[src/rtl/dram_word_port_if.sv]
// Bus bundle between a 32-bit word requester, the word port and the DDR controller.
// slave is the word port's view of the bundle; master is the requester/controller side.
interface dram_word_port_if #(
    parameter int APP_ADDR_WIDTH = 28,
    parameter int APP_DATA_WIDTH = 128,
    parameter int APP_MASK_WIDTH = 16
);
    logic                      i_req;
    logic                      i_we;
    logic [31:0]               i_addr;
    logic [31:0]               i_wdata;
    logic [3:0]                i_wstrb;
    logic                      i_flush;
    logic                      o_ack;
    logic [31:0]               o_rdata;
    logic                      o_dram_rd_en;
    logic                      o_dram_wr_en;
    logic [APP_ADDR_WIDTH-1:0] o_dram_addr;
    logic [APP_DATA_WIDTH-1:0] o_dram_data;
    logic [APP_MASK_WIDTH-1:0] o_dram_mask;
    logic                      i_dram_ready;
    logic [APP_DATA_WIDTH-1:0] i_dram_data;
    logic                      i_dram_data_valid;
    logic                      i_calib_done;

    modport slave (
        input  i_req, i_we, i_addr, i_wdata, i_wstrb, i_flush,
        input  i_dram_ready, i_dram_data, i_dram_data_valid, i_calib_done,
        output o_ack, o_rdata, o_dram_rd_en, o_dram_wr_en,
        output o_dram_addr, o_dram_data, o_dram_mask
    );

    modport master (
        output i_req, i_we, i_addr, i_wdata, i_wstrb, i_flush,
        output i_dram_ready, i_dram_data, i_dram_data_valid, i_calib_done,
        input  o_ack, o_rdata, o_dram_rd_en, o_dram_wr_en,
        input  o_dram_addr, o_dram_data, o_dram_mask
    );
endinterface

[src/rtl/dram_word_port.sv]
// Turns 32-bit word accesses into 128-bit DDR line reads/writes, with a one-line
// read buffer that serves repeated reads locally; writes go straight through to DRAM.
module dram_word_port #(
    parameter int APP_ADDR_WIDTH = 28,
    parameter int APP_DATA_WIDTH = 128,
    parameter int APP_MASK_WIDTH = 16
) (
    input  logic            clk,
    input  logic            rst,
    dram_word_port_if.slave bus
);

    typedef enum logic [2:0] {
        CALIB, IDLE, RD_ISSUE, RD_WAIT, WR_ISSUE, WR_GUARD, WR_WAIT, ACK
    } state_t;

    state_t                    state;
    logic [APP_DATA_WIDTH-1:0] line;
    logic [27:0]               tag;
    logic                      valid;
    logic                      flush_pend;
    logic                      wr_hit;

    logic [1:0]                lane;
    logic                      hit;
    logic [APP_MASK_WIDTH-1:0] wmask;
    logic [APP_DATA_WIDTH-1:0] merged;
    logic                      capture;
    logic                      merge;

    assign lane    = bus.i_addr[3:2];
    assign hit     = valid && (tag == bus.i_addr[31:4]);
    assign capture = (state == RD_WAIT) && bus.i_dram_data_valid;
    assign merge   = (state == WR_WAIT) && bus.i_dram_ready && wr_hit;

    // NOTE: every signal gets a default before the loop so no latch is inferred.
    always_comb begin
        wmask  = '1;
        merged = line;
        for (int k = 0; k < 4; k++) begin
            wmask[{lane, k[1:0]}] = ~bus.i_wstrb[k];
            if (bus.i_wstrb[k])
                merged[{lane, k[1:0], 3'b000} +: 8] = bus.i_wdata[8*k +: 8];
        end
    end

    // NOTE: the line data has no reset; valid alone decides whether it is usable.
    always_ff @(posedge clk) begin
        if (capture)
            line <= bus.i_dram_data;
        else if (merge)
            line <= merged;
    end

    always_ff @(posedge clk or posedge rst) begin
        if (rst) begin
            state            <= CALIB;
            tag              <= '0;
            valid            <= 1'b0;
            flush_pend       <= 1'b0;
            wr_hit           <= 1'b0;
            bus.o_ack        <= 1'b0;
            bus.o_rdata      <= '0;
            bus.o_dram_rd_en <= 1'b0;
            bus.o_dram_wr_en <= 1'b0;
            bus.o_dram_addr  <= '0;
            bus.o_dram_data  <= '0;
            bus.o_dram_mask  <= '0;
        end else begin
            bus.o_ack        <= 1'b0;
            bus.o_dram_rd_en <= 1'b0;
            bus.o_dram_wr_en <= 1'b0;
            // A flush while busy is remembered and applied when the access completes.
            if (bus.i_flush && state != IDLE && state != CALIB)
                flush_pend <= 1'b1;

            case (state)
                CALIB: begin
                    if (bus.i_calib_done)
                        state <= IDLE;
                end
                IDLE: begin
                    if (bus.i_flush)
                        valid <= 1'b0;
                    if (bus.i_req) begin
                        if (!bus.i_we && hit && !bus.i_flush) begin
                            bus.o_rdata <= line[{lane, 5'b00000} +: 32];
                            bus.o_ack   <= 1'b1;
                            state       <= ACK;
                        end else if (!bus.i_we) begin
                            state <= RD_ISSUE;
                        end else begin
                            wr_hit <= hit && !bus.i_flush;
                            state  <= WR_ISSUE;
                        end
                    end
                end
                RD_ISSUE: begin
                    if (bus.i_dram_ready) begin
                        bus.o_dram_rd_en <= 1'b1;
                        bus.o_dram_addr  <= {bus.i_addr[APP_ADDR_WIDTH:4], 3'b000};
                        state            <= RD_WAIT;
                    end
                end
                RD_WAIT: begin
                    if (bus.i_dram_data_valid) begin
                        tag         <= bus.i_addr[31:4];
                        valid       <= !(flush_pend || bus.i_flush);
                        bus.o_rdata <= bus.i_dram_data[{lane, 5'b00000} +: 32];
                        bus.o_ack   <= 1'b1;
                        state       <= ACK;
                    end
                end
                WR_ISSUE: begin
                    if (bus.i_dram_ready) begin
                        bus.o_dram_wr_en <= 1'b1;
                        bus.o_dram_addr  <= {bus.i_addr[APP_ADDR_WIDTH:4], 3'b000};
                        bus.o_dram_data  <= {4{bus.i_wdata}};
                        bus.o_dram_mask  <= wmask;
                        state            <= WR_GUARD;
                    end
                end
                // Ready is still high from the acceptance cycle; skip it.
                WR_GUARD: state <= WR_WAIT;
                WR_WAIT: begin
                    if (bus.i_dram_ready) begin
                        bus.o_ack <= 1'b1;
                        state     <= ACK;
                    end
                end
                ACK: begin
                    if (flush_pend || bus.i_flush)
                        valid <= 1'b0;
                    flush_pend <= 1'b0;
                    state      <= IDLE;
                end
                default: state <= CALIB;
            endcase
        end
    end

endmodule

[src/flat_wrapper.sv]
// flat-port wrapper written by rule: the top's interface ports become plain ports
module dram_word_port_flat 
#(
    parameter int APP_ADDR_WIDTH = 28,
    parameter int APP_DATA_WIDTH = 128,
    parameter int APP_MASK_WIDTH = 16
)
  (clk, rst, bus_i_req, bus_i_we, bus_i_addr, bus_i_wdata, bus_i_wstrb, bus_i_flush, bus_i_dram_ready, bus_i_dram_data, bus_i_dram_data_valid, bus_i_calib_done, bus_o_ack, bus_o_rdata, bus_o_dram_rd_en, bus_o_dram_wr_en, bus_o_dram_addr, bus_o_dram_data, bus_o_dram_mask);
  dram_word_port_if #(.APP_ADDR_WIDTH(APP_ADDR_WIDTH), .APP_DATA_WIDTH(APP_DATA_WIDTH), .APP_MASK_WIDTH(APP_MASK_WIDTH)) bus_i ();
  input  logic clk;
  input  logic rst;
  input wire logic [$bits(bus_i.i_req)-1:0] bus_i_req;
  input wire logic [$bits(bus_i.i_we)-1:0] bus_i_we;
  input wire logic [$bits(bus_i.i_addr)-1:0] bus_i_addr;
  input wire logic [$bits(bus_i.i_wdata)-1:0] bus_i_wdata;
  input wire logic [$bits(bus_i.i_wstrb)-1:0] bus_i_wstrb;
  input wire logic [$bits(bus_i.i_flush)-1:0] bus_i_flush;
  input wire logic [$bits(bus_i.i_dram_ready)-1:0] bus_i_dram_ready;
  input wire logic [$bits(bus_i.i_dram_data)-1:0] bus_i_dram_data;
  input wire logic [$bits(bus_i.i_dram_data_valid)-1:0] bus_i_dram_data_valid;
  input wire logic [$bits(bus_i.i_calib_done)-1:0] bus_i_calib_done;
  output wire logic [$bits(bus_i.o_ack)-1:0] bus_o_ack;
  output wire logic [$bits(bus_i.o_rdata)-1:0] bus_o_rdata;
  output wire logic [$bits(bus_i.o_dram_rd_en)-1:0] bus_o_dram_rd_en;
  output wire logic [$bits(bus_i.o_dram_wr_en)-1:0] bus_o_dram_wr_en;
  output wire logic [$bits(bus_i.o_dram_addr)-1:0] bus_o_dram_addr;
  output wire logic [$bits(bus_i.o_dram_data)-1:0] bus_o_dram_data;
  output wire logic [$bits(bus_i.o_dram_mask)-1:0] bus_o_dram_mask;
  assign bus_i.i_req = bus_i_req;
  assign bus_i.i_we = bus_i_we;
  assign bus_i.i_addr = bus_i_addr;
  assign bus_i.i_wdata = bus_i_wdata;
  assign bus_i.i_wstrb = bus_i_wstrb;
  assign bus_i.i_flush = bus_i_flush;
  assign bus_i.i_dram_ready = bus_i_dram_ready;
  assign bus_i.i_dram_data = bus_i_dram_data;
  assign bus_i.i_dram_data_valid = bus_i_dram_data_valid;
  assign bus_i.i_calib_done = bus_i_calib_done;
  assign bus_o_ack = bus_i.o_ack;
  assign bus_o_rdata = bus_i.o_rdata;
  assign bus_o_dram_rd_en = bus_i.o_dram_rd_en;
  assign bus_o_dram_wr_en = bus_i.o_dram_wr_en;
  assign bus_o_dram_addr = bus_i.o_dram_addr;
  assign bus_o_dram_data = bus_i.o_dram_data;
  assign bus_o_dram_mask = bus_i.o_dram_mask;
  dram_word_port #(.APP_ADDR_WIDTH(APP_ADDR_WIDTH), .APP_DATA_WIDTH(APP_DATA_WIDTH), .APP_MASK_WIDTH(APP_MASK_WIDTH)) u_core (.clk(clk), .rst(rst), .bus(bus_i));
endmodule
[config.mk]
export PLATFORM = sky130hd
export DESIGN_NAME = dram_word_port_flat
export DESIGN_NICKNAME = d
export VERILOG_FILES = /design/src/rtl/dram_word_port_if.sv /design/src/rtl/dram_word_port.sv /design/src/flat_wrapper.sv
export SDC_FILE = /design/constraint.sdc
export NUM_CORES = 1
export LEC_CHECK = 0
export CORE_MARGIN = 5
export CORE_UTILIZATION = 40
export DETAILED_ROUTE_END_ITERATION = 16
export PLACE_DENSITY_LB_ADDON = 0.25
export SYNTH_ARGS = -nofsm -noshare
export SYNTH_HDL_FRONTEND = slang
export SYNTH_SLANG_ARGS = --single-unit
[constraint.sdc]
create_clock -name clk -period 4.2 [get_ports clk]
set_input_delay 0.63 -clock clk [delete_from_list [all_inputs] [get_ports clk]]
set_output_delay 0.63 -clock clk [all_outputs]
set_load 0.02 [all_outputs]
==> run metrics <==
VDD IR max 0.000474 V; Die Height 198 um; crit-path leading delay family simple AND/OR/NAND/NOR gates; flops & latches, synth 270; Final Skew 0.00814 ns; achievable frequency 351 MHz; pre-CTS setup slack 0.836 ns; Starting Density 0.402; PD cells 705 nW/um2; reg-to-reg startpoint u_core.state[2]; CP Launch Type register; WP data arrival 3.27 ns; Post-synth EDFFs 128; Tcrit/Tclk final 0.678; Total GRT Usage 0.217; # rows 69; post-cts sizing count 0; yosys warns 0; initial drt markers 696; Post-Synthesis Cells 1246; # IOs 411; final slew viol count 0; FF-to-FF path depth 4; Crit path buffers/inverters 0; Critical R2R Capture u_core.line[96]; outcome complete, no violations; unrepaired setup endpoints after global routing false; Area Growth Syn to Fin 34.5%; Hold-fix buffers, CTS 0; Setup CP Type register to register; commonest non-fill, non-tap cell in the layout clkdlybuf4s50_1; setup_tns 0 ns; worst min-delay path category register to register; CTS buffer count 31; Syn Area/Cell 11.4 um2; area of the mapped netlist 14200 um2; fin crit period 2.85 ns; Post-CTS Setup Inserts 0; Yosys cell types 48; WL per Instance 21.8 um; DRC Markers 0; Via Count 10740; cell leakage power 7.82 nW; hold path start u_core.bus.o_dram_addr[4]; clock slew at the register clock pins of the worst setup and hold paths 0.06 ns; Crit Path Max Fanout 76; H-tree depth 1; worst skew pair latency 0.56 ns; Finished Core Util 0.540; Die ar. 39300 um2; reg-to-reg slack, setup 1.35 ns; PnR worst setup slack 1.35 ns; layout filler cell count 3055; layout cells sized above 1 0.156; port bufs 405; Final nets 1743; Fin. Hold Viols 0; Final HPWL DP 31300 um; max-cap viol count 0; GPL Wtd Cong 0.810; Total Wirelength 44100 um; initial antenna violation count 12; Async SR Flop Fraction 0.526; cells along the critical path and3b_4 > and2_4 > nor3_1 > a22o_1; global-route wire length before repair 66100 um; total grt overflow 0; largest net degree at the start of global routing 88; max incr delay on CP 1.09 ns; sequential area share after synthesis 0.521; drt first pass iters 5; Worst-Margin Slew 1.23 ns; Hold Path Sink u_core.bus.o_dram_addr[4]; CTS tree done; Clock Tree Root clkbuf_16; Critical Path RT 4.62 ns; clk sink count 270; Main synth FF type dfrtp_1; number of global-route vias before repair 11033; Die Width 198 um; hold path cells 2; Max Buffers Root-to-Sink 3; most frequent cells in the layout clkdlybuf4s50_1, nand2_1, dfrtp_1, edfxtp_1, nand3_1; Crit. End Element register; Routed Antenna Nets 0; placeable core area 35300 um2; drt via density 5.31; slowest library cell on the worst path nor3_1; Worst slew margin 0.173; Final setup viols 0
[state kept, by name, summed over array words and instances (netlist names)]
register and cells:
u_core.bus.o_ack 1, u_core.wr_hit 1, u_core.state 3, u_core.bus.o_dram_data 32, u_core.bus.o_dram_addr 25, u_core.flush_pend 1, u_core.line 128, u_core.bus.o_dram_rd_en 1
u_core.tag 28, u_core.bus.o_dram_wr_en 1, u_core.bus.o_rdata 32, u_core.bus.o_dram_mask 16, u_core.valid 1
[worst register-to-register path: stages, from the launching register on]
cell     delay [ns]
dfrtp_1        0.62
and3b_4        0.29
and2_4         0.39
nor3_1         1.15
a22o_1         0.26
[Yosys cell counts (2+ instances only)]
cell type / number / area, um2
nand2_1: 347 / 1300
dfrtp_1: 142 / 3550
edfxtp_1: 128 / 3840
buf_4: 99 / 743
nand3_1: 82 / 410
mux4_2: 64 / 1440
clkbuf_1: 58 / 218
a22o_1: 56 / 490
mux2_2: 54 / 608
mux2_4: 30 / 450
nor2_1: 28 / 105
o21ai_0: 26 / 130
a31oi_1: 18 / 113
xor2_1: 16 / 140
buf_1: 12 / 45.0
inv_1: 11 / 41.3
nor3_1: 11 / 55.1
buf_2: 8 / 40.0
ha_1: 5 / 62.6
xnor2_1: 5 / 43.8
and3_1: 4 / 25.0
nand2b_1: 4 / 25.0
nand4_1: 4 / 25.0
and2_1: 3 / 18.8
buf_6: 3 / 33.8
nor4_1: 3 / 18.8
a21oi_1: 2 / 10.0
nand3b_1: 2 / 15.0
o22ai_1: 2 / 12.5
[area by class of cell]
type / count / area, um2 / share of cell area
Antenna cell: 4 / 10.0 / 0.000525
Sequential cell: 270 / 7400 / 0.388
Clock inverter: 17 / 171 / 0.00898
Multi-Input combinational cell: 786 / 5690 / 0.298
Clock buffer: 41 / 916 / 0.0480
Inverter: 12 / 48.8 / 0.00256
Timing Repair Buffer: 433 / 4270 / 0.224
Tap cell: 461 / 577 / 0.0302
[power by group]
part | switching (W) | internal, W
sequential | 0.000591 | 0.00380
combinational | 0.00310 | 0.00312
clock | 0.00112 | 0.00171
total | 0.00482 | 0.00863
[how the worst max path moves through the flow]
stage	start	endpoint	slack, ns	cells after the start
floorplan	bus_i_addr[3]	u_core.line[16]	1.62	6
global placement	bus_i_addr[3]	u_core.line[53]	0.86	8
detailed placement	bus_i_addr[20]	u_core.bus.o_rdata[16]	0.84	7
CTS	u_core.state[1]	u_core.line[114]	1.35	4
global route	u_core.state[1]	u_core.line[114]	1.21	4
finish	u_core.state[2]	u_core.line[96]	1.35	4
[per-stage QoR]
step | total power, W | cells | cell area, um2 | hold slack (ns)
after global routing | 0.0142 | 2022 | 19100 | 0.514
after floorplan | 0.00847 | 1248 | 14200 | 0.460
after global placement | 0.0106 | 1962 | 18000 | 0.464
after detailed placement | 0.0107 | 1962 | 18000 | 0.470
after CTS | 0.0136 | 2020 | 19100 | 0.484
final | 0.0135 | 2024 | 19100 | 0.482
[cell families (layout without fill, tap and decap cells)]
logic type / after synthesis / count (layout) / share of synthesized area
buf+inv: 192 / 503 / 0.0793
mux: 149 / 149 / 0.177
xor+xnor: 21 / 21 / 0.0130
compound gates: 112 / 112 / 0.0587
other cells: 1 / 7 / 0.000264
flops: 270 / 270 / 0.521
simple gates: 496 / 496 / 0.146
fa+ha+maj: 5 / 5 / 0.00441
[layer usage]
metal	share of wire	GRT usage	vias up
met5	0.0028	0	-
met4	0.028	0.0576	20
met3	0.096	0.0652	86
met2	0.47	0.353	454
met1	0.40	0.285	5261
li1	-	-	4919
(Power assumes the default switching activity.)
==> RTL edit 1: new RTL, same settings <==
`APP_MASK_WIDTH` is set to 16 in 3 places; all go to 18.
--- a/src/rtl/dram_word_port_if.sv
+++ b/src/rtl/dram_word_port_if.sv
@@ -3,7 +3,7 @@
 interface dram_word_port_if #(
     parameter int APP_ADDR_WIDTH = 28,
     parameter int APP_DATA_WIDTH = 128,
-    parameter int APP_MASK_WIDTH = 16
+    parameter int APP_MASK_WIDTH = 18
 );
     logic                      i_req;
     logic                      i_we;
--- a/src/rtl/dram_word_port.sv
+++ b/src/rtl/dram_word_port.sv
@@ -3,7 +3,7 @@
 module dram_word_port #(
     parameter int APP_ADDR_WIDTH = 28,
     parameter int APP_DATA_WIDTH = 128,
-    parameter int APP_MASK_WIDTH = 16
+    parameter int APP_MASK_WIDTH = 18
 ) (
     input  logic            clk,
     input  logic            rst,
--- a/src/flat_wrapper.sv
+++ b/src/flat_wrapper.sv
@@ -3,7 +3,7 @@
 #(
     parameter int APP_ADDR_WIDTH = 28,
     parameter int APP_DATA_WIDTH = 128,
-    parameter int APP_MASK_WIDTH = 16
+    parameter int APP_MASK_WIDTH = 18
 )
   (clk, rst, bus_i_req, bus_i_we, bus_i_addr, bus_i_wdata, bus_i_wstrb, bus_i_flush, bus_i_dram_ready, bus_i_dram_data, bus_i_dram_data_valid, bus_i_calib_done, bus_o_ack, bus_o_rdata, bus_o_dram_rd_en, bus_o_dram_wr_en, bus_o_dram_addr, bus_o_dram_data, bus_o_dram_mask);
   dram_word_port_if #(.APP_ADDR_WIDTH(APP_ADDR_WIDTH), .APP_DATA_WIDTH(APP_DATA_WIDTH), .APP_MASK_WIDTH(APP_MASK_WIDTH)) bus_i ();
Ports: changed (resized bus_o_dram_mask); port bits go from 411 to 413. No check against the original RTL was run, so the function may have changed too.
==> RTL edit 1 against the original RTL <==
- sequential cell count rose by 1
- count of clock-buffer cells in the layout is 2 higher
- largest power group unchanged
- highest routed layer unchanged
- wire length decreased by 0.87%
- final area is 1.2% lower
- setup slack got worse by 0.14 ns
- die area down 1.4%
- area after synthesis is 1.4% lower
- total power decreased by 12%
- first-iteration DRC count rose by 12%
==> RTL edit 1: results (changes against the original RTL) <==
CLOCK NETWORK
----------------------------------------------------------------------------------
Deepest clock path buffer count                                                  3   unchanged
Post-CTS setup buffers                                                           0   unchanged

SETUP PATH
----------------------------------------------------------------------------------
Master of the slowest instance on the critical path                   sky130_fd_sc_hd__buf_4
Peak fanout along the critical path                                             63   -17%
Slowest Stage Delay on Critical Path                                       0.62 ns   -0.47 ns
Critical path data arrival time                                            3.24 ns   -0.03 ns
Family with the most delay on the worst path                          buffers and inverters
Depth of the worst register-to-register path                                     7   +3
Endpoint of the most critical register-to-register path               u_core.line[56]
Reg2Reg Setup Slack                                                        1.22 ns   -0.14 ns

GLOBAL ROUTING
----------------------------------------------------------------------------------
Number of global-route vias before repair                                    10750   -2.6%
Total routing resource utilization after global routing                     0.2172   +0.0002942
First-pass GRT wire length                                                65.58 mm   -0.76%
Largest net degree at the start of global routing                              144   +64%

PLACED DESIGN
----------------------------------------------------------------------------------
PortBufs                                                                       407   +0.49%
Pre-CTS WS                                                               0.8553 ns   +0.01967 ns
Placed wire-length estimate after detailed placement                      30.34 mm   -3.0%
Final weighted congestion in routability-driven placement                   0.8186   +1.1%

FINAL LAYOUT
----------------------------------------------------------------------------------
Number of nets in the layout                                                  1641   -5.9%
Filler instances                                                              2995   -2.0%
Share of final-layout standard cells stronger than drive strength 1         0.1448   -0.01105

POWER AND IR DROP
----------------------------------------------------------------------------------
NetSw                                                                     4.151 mW   -14%
Static leakage                                                            7.610 nW   -2.7%
Max IR drop VDD                                                        0.0004252 V   -10%

SYNTH
----------------------------------------------------------------------------------
Sequential fraction of the synthesis area                                   0.5307   +0.009346
Share of synthesized registers carrying an async set or reset               0.5277   +0.001749
Distinct cells, synth                                                           56   +17%
Avg Inst Size Synth                                                      12.29 um2   +7.9%
Leading post-synthesis cells by instance count                        sky130_fd_sc_hd__nand2_1 (212), sky130_fd_sc_hd__dfrtp_1 (143), sky130_fd_sc_hd__edfxtp_1 (128)
Dominant cells by area after synthesis                                sky130_fd_sc_hd__edfxtp_1 (27%), sky130_fd_sc_hd__dfrtp_1 (26%), sky130_fd_sc_hd__mux4_2 (10%)

DETAILED ROUTING
----------------------------------------------------------------------------------
Count of vias placed by the detailed router                                  10360   -3.6%
Average wire per cell in the routed design                                22.84 um   +4.8%
Starting DRT DRC Count                                                         782   +12%
DRT Wirelength                                                            43.71 mm   -0.87%

TIMING
----------------------------------------------------------------------------------
Worst-case headroom to the max-slew limit                                   0.1766   +0.003289
Clock Skews                                                             0.01076 ns   +0.002617 ns
Worst hold-check slack                                                   0.4784 ns   -0.003354 ns
Post-layout minimum cycle time                                            2.982 ns   +0.1369 ns

STATUS
----------------------------------------------------------------------------------
Status                                                                finished, final reports clean

HOLD PATH
----------------------------------------------------------------------------------
Hold Path Stages                                                                 2   unchanged

==> RTL edit 1: routing by layer <==
layer  GRT usage  wire length [um]
met2      0.3715             21630
met3     0.05778              3945
met4     0.04340               709
met5           0                21
met1      0.2812             17410
==> RTL edit 1: stage by stage <==
stage	cell area, um2	util	power, mW
global route	18850	0.5457	12.41
floorplan	14000	-	7.274
global placement	17820	0.5159	9.098
finish	18850	0.5457	11.81
detailed placement	17820	0.5159	9.181
CTS	18850	0.5456	11.96
==> RTL edit 1: layout make-up <==
type | instances | area share
multi-input cells | 675 | 0.2881
diodes | 2 | 0.0002655
clock inverters | 14 | 0.007699
repair buffers | 438 | 0.2299
flip-flops and latches | 271 | 0.3937
well taps | 455 | 0.03020
inverters | 16 | 0.003385
clock buffers | 43 | 0.04672
==> RTL edit 1: cells by family (layout without fill, tap and decap cells) <==
family          Yosys count  in the layout  share of synthesized area
mux                     148            148                     0.1707
other cells               1              5                  0.0002682
flops                   271            271                     0.5307
buf+inv                 194            511                    0.08356
xor+xnor                 14             14                   0.008768
compound gates          188            188                     0.1042
fa+ha+maj                 4              4                   0.003579
simple gates            318            318                    0.09815
==> RTL edit 1: tightest hold or removal path: cells and delay by family (launching register included) <==
family	cells	cell delay, ns
flops	1	0.34
compound gates	1	0.06
simple gates	1	0.05
==> RTL edit 1: worst max path at each step <==
stage          cells past startpoint                  start         endpoint  slack (ns)
6_report                           7        u_core.state[2]  u_core.line[56]        1.22
4_1_cts                            7        u_core.state[2]  u_core.line[59]        1.24
5_1_grt                            7        u_core.state[2]  u_core.line[56]        1.06
3_3_place_gp                       7          bus_i_addr[2]  u_core.line[28]        0.88
2_1_floorplan                      7          bus_i_addr[2]  u_core.line[24]        1.46
3_5_place_dp                       7  bus_i_dram_data_valid  u_core.line[57]        0.86
==> RTL edit 1: power by group through the flow <==
| stage | clock network [mW] | logic, mW | registers, mW |
|---|---|---|---|
| floorplan | 0 | 2.90 | 4.37 |
| global placement | 0 | 5.21 | 3.88 |
| detailed placement | 0 | 5.26 | 3.92 |
| CTS | 2.80 | 5.28 | 3.88 |
| global route | 2.91 | 5.53 | 3.97 |
| finish | 2.74 | 5.20 | 3.87 |
==> RTL edit 2: new RTL, config.mk and constraints unchanged <==
Made on the original files. Re-encode `state_t` (8 states) as Gray code, 3 bits wide.
--- a/src/rtl/dram_word_port.sv
+++ b/src/rtl/dram_word_port.sv
@@ -11,7 +11,7 @@
 );
 
     typedef enum logic [2:0] {
-        CALIB, IDLE, RD_ISSUE, RD_WAIT, WR_ISSUE, WR_GUARD, WR_WAIT, ACK
+        CALIB = 3'b000, IDLE = 3'b001, RD_ISSUE = 3'b011, RD_WAIT = 3'b010, WR_ISSUE = 3'b110, WR_GUARD = 3'b111, WR_WAIT = 3'b101, ACK = 3'b100
     } state_t;
 
     state_t                    state;
Check against the original RTL: same outputs for any inputs over 4 cycles, from zero or initial values and one cycle with rst high; so few cycles prove little.
==> RTL edit 2 against the original RTL <==
- synthesized cell count is 5.1% higher
- clock skew is 0.0025 ns higher
- sequential cell count stayed put
- setup slack worse by 0.14 ns
- wire length is 0.67% higher
- critical path depth is 2 higher
- final area is 0.74% higher
- non-clock buffer count is 10 higher
- total power is 8.7% lower
- area after synthesis is 1.5% higher
- critical endpoint is now u_core.bus.o_rdata[0]
==> RTL edit 2: results (changes against the original RTL) <==
STATUS
----------------------------------------------------------------------------------
Status                                                                finished, final reports clean

POWER AND IR DROP
----------------------------------------------------------------------------------
Max IR drop VDD                                                        0.0004156 V   -12%
Static leakage                                                            7.688 nW   -1.7%

HOLD PATH
----------------------------------------------------------------------------------
Hold Path Stages                                                                 1   -1
Hold_sp                                                               u_core.bus.o_rdata[22]

SETUP PATH
----------------------------------------------------------------------------------
Reg2Reg Setup Slack                                                        1.22 ns   -0.14 ns
Reg-to-Reg Start                                                      u_core.state[1]
Depth of the worst register-to-register path                                     6   +2

SYNTH
----------------------------------------------------------------------------------
Distinct cells, synth                                                           55   +15%
Leading post-synthesis cells by instance count                        sky130_fd_sc_hd__nand2_1 (304), sky130_fd_sc_hd__dfrtp_1 (142), sky130_fd_sc_hd__edfxtp_1 (128)
Dominant cells by area after synthesis                                sky130_fd_sc_hd__edfxtp_1 (27%), sky130_fd_sc_hd__dfrtp_1 (25%), sky130_fd_sc_hd__nand2_1 (7.9%)
Post-Syn Instances                                                            1309   +5.1%

DETAILED ROUTING
----------------------------------------------------------------------------------
Detailed-routing wirelength on met1                                       18.10 mm   +2.5%
Met2 Routed Length                                                        21.95 mm   +5.5%
TritonRoute pass-1 iters                                                         6   +1
Mean number of vias per cell                                                 5.311   about the same

FINAL LAYOUT
----------------------------------------------------------------------------------
Share of final-layout standard cells stronger than drive strength 1         0.1337   -0.02221

GLOBAL ROUTING
----------------------------------------------------------------------------------
Largest net degree at the start of global routing                              103   +17%
Global routing met3 resource utilization                                   0.04181   -0.02336
GR Util met2                                                                0.3661   +0.01269
Met1 capacity usage during global routing                                   0.2803   -0.004567
Number of global-route vias before repair                                    11390   +3.2%

TIMING
----------------------------------------------------------------------------------
Worst hold-check slack                                                   0.4866 ns   +0.004857 ns
Worst-case headroom to the max-slew limit                                   0.2224   +0.04905

PLACED DESIGN
----------------------------------------------------------------------------------
Instance area after placement                                            18210 um2   +1.3%
Final weighted congestion in routability-driven placement                   0.8118   +0.28%

## RTL edit 2: changes by cell type after synthesis, moves of 31 or more
| cell | change |
|---|---|
| sky130_fd_sc_hd__mux2i_1 | +66 |
| sky130_fd_sc_hd__mux2_2 | +31 |
| sky130_fd_sc_hd__mux4_2 | -33 |
| sky130_fd_sc_hd__nor2_1 | +32 |
| sky130_fd_sc_hd__a221oi_1 | +31 |
| sky130_fd_sc_hd__nand2_1 | -43 |
| sky130_fd_sc_hd__a22o_1 | -31 |
## RTL edit 2: critical path: stages, from the launching register on
cell,delay (ns)
sky130_fd_sc_hd__dfrtp_1,0.62
sky130_fd_sc_hd__nor3b_4,0.41
sky130_fd_sc_hd__buf_12,0.49
sky130_fd_sc_hd__mux4_2,0.59
sky130_fd_sc_hd__nor2_1,0.12
sky130_fd_sc_hd__a221oi_1,0.07
sky130_fd_sc_hd__mux2_2,0.32
## RTL edit 2: cell type report
type / count / area [um2]
Multi-Input combinational cell: 850 / 5811
Sequential cell: 270 / 7397
Clock inverter: 16 / 167.7
Fill cell: 3163 / 16340
Inverter: 11 / 45.04
Timing Repair Buffer: 443 / 4382
Tap cell: 461 / 576.8
Clock buffer: 41 / 843.3
Antenna cell: 1 / 2.502
## RTL edit 2: cells by family (layout without fill, tap and decap cells)
logic type,count (synthesis),count (layout),share of synthesized area
xor gates and xnor gates,22,22,0.01339
AOI/OAI and AO/OA,118,118,0.06102
adders and majority gates,7,7,0.006084
and+or+nand+nor,511,511,0.1525
buffers and inverters,191,511,0.08553
other,1,4,0.0002605
muxes,189,189,0.1673
DFF,270,270,0.5139
## RTL edit 2: where the power goes
group	switching, mW	internal (mW)
sequential	0.511	3.54
combinational	2.79	2.73
clock	1.12	1.59
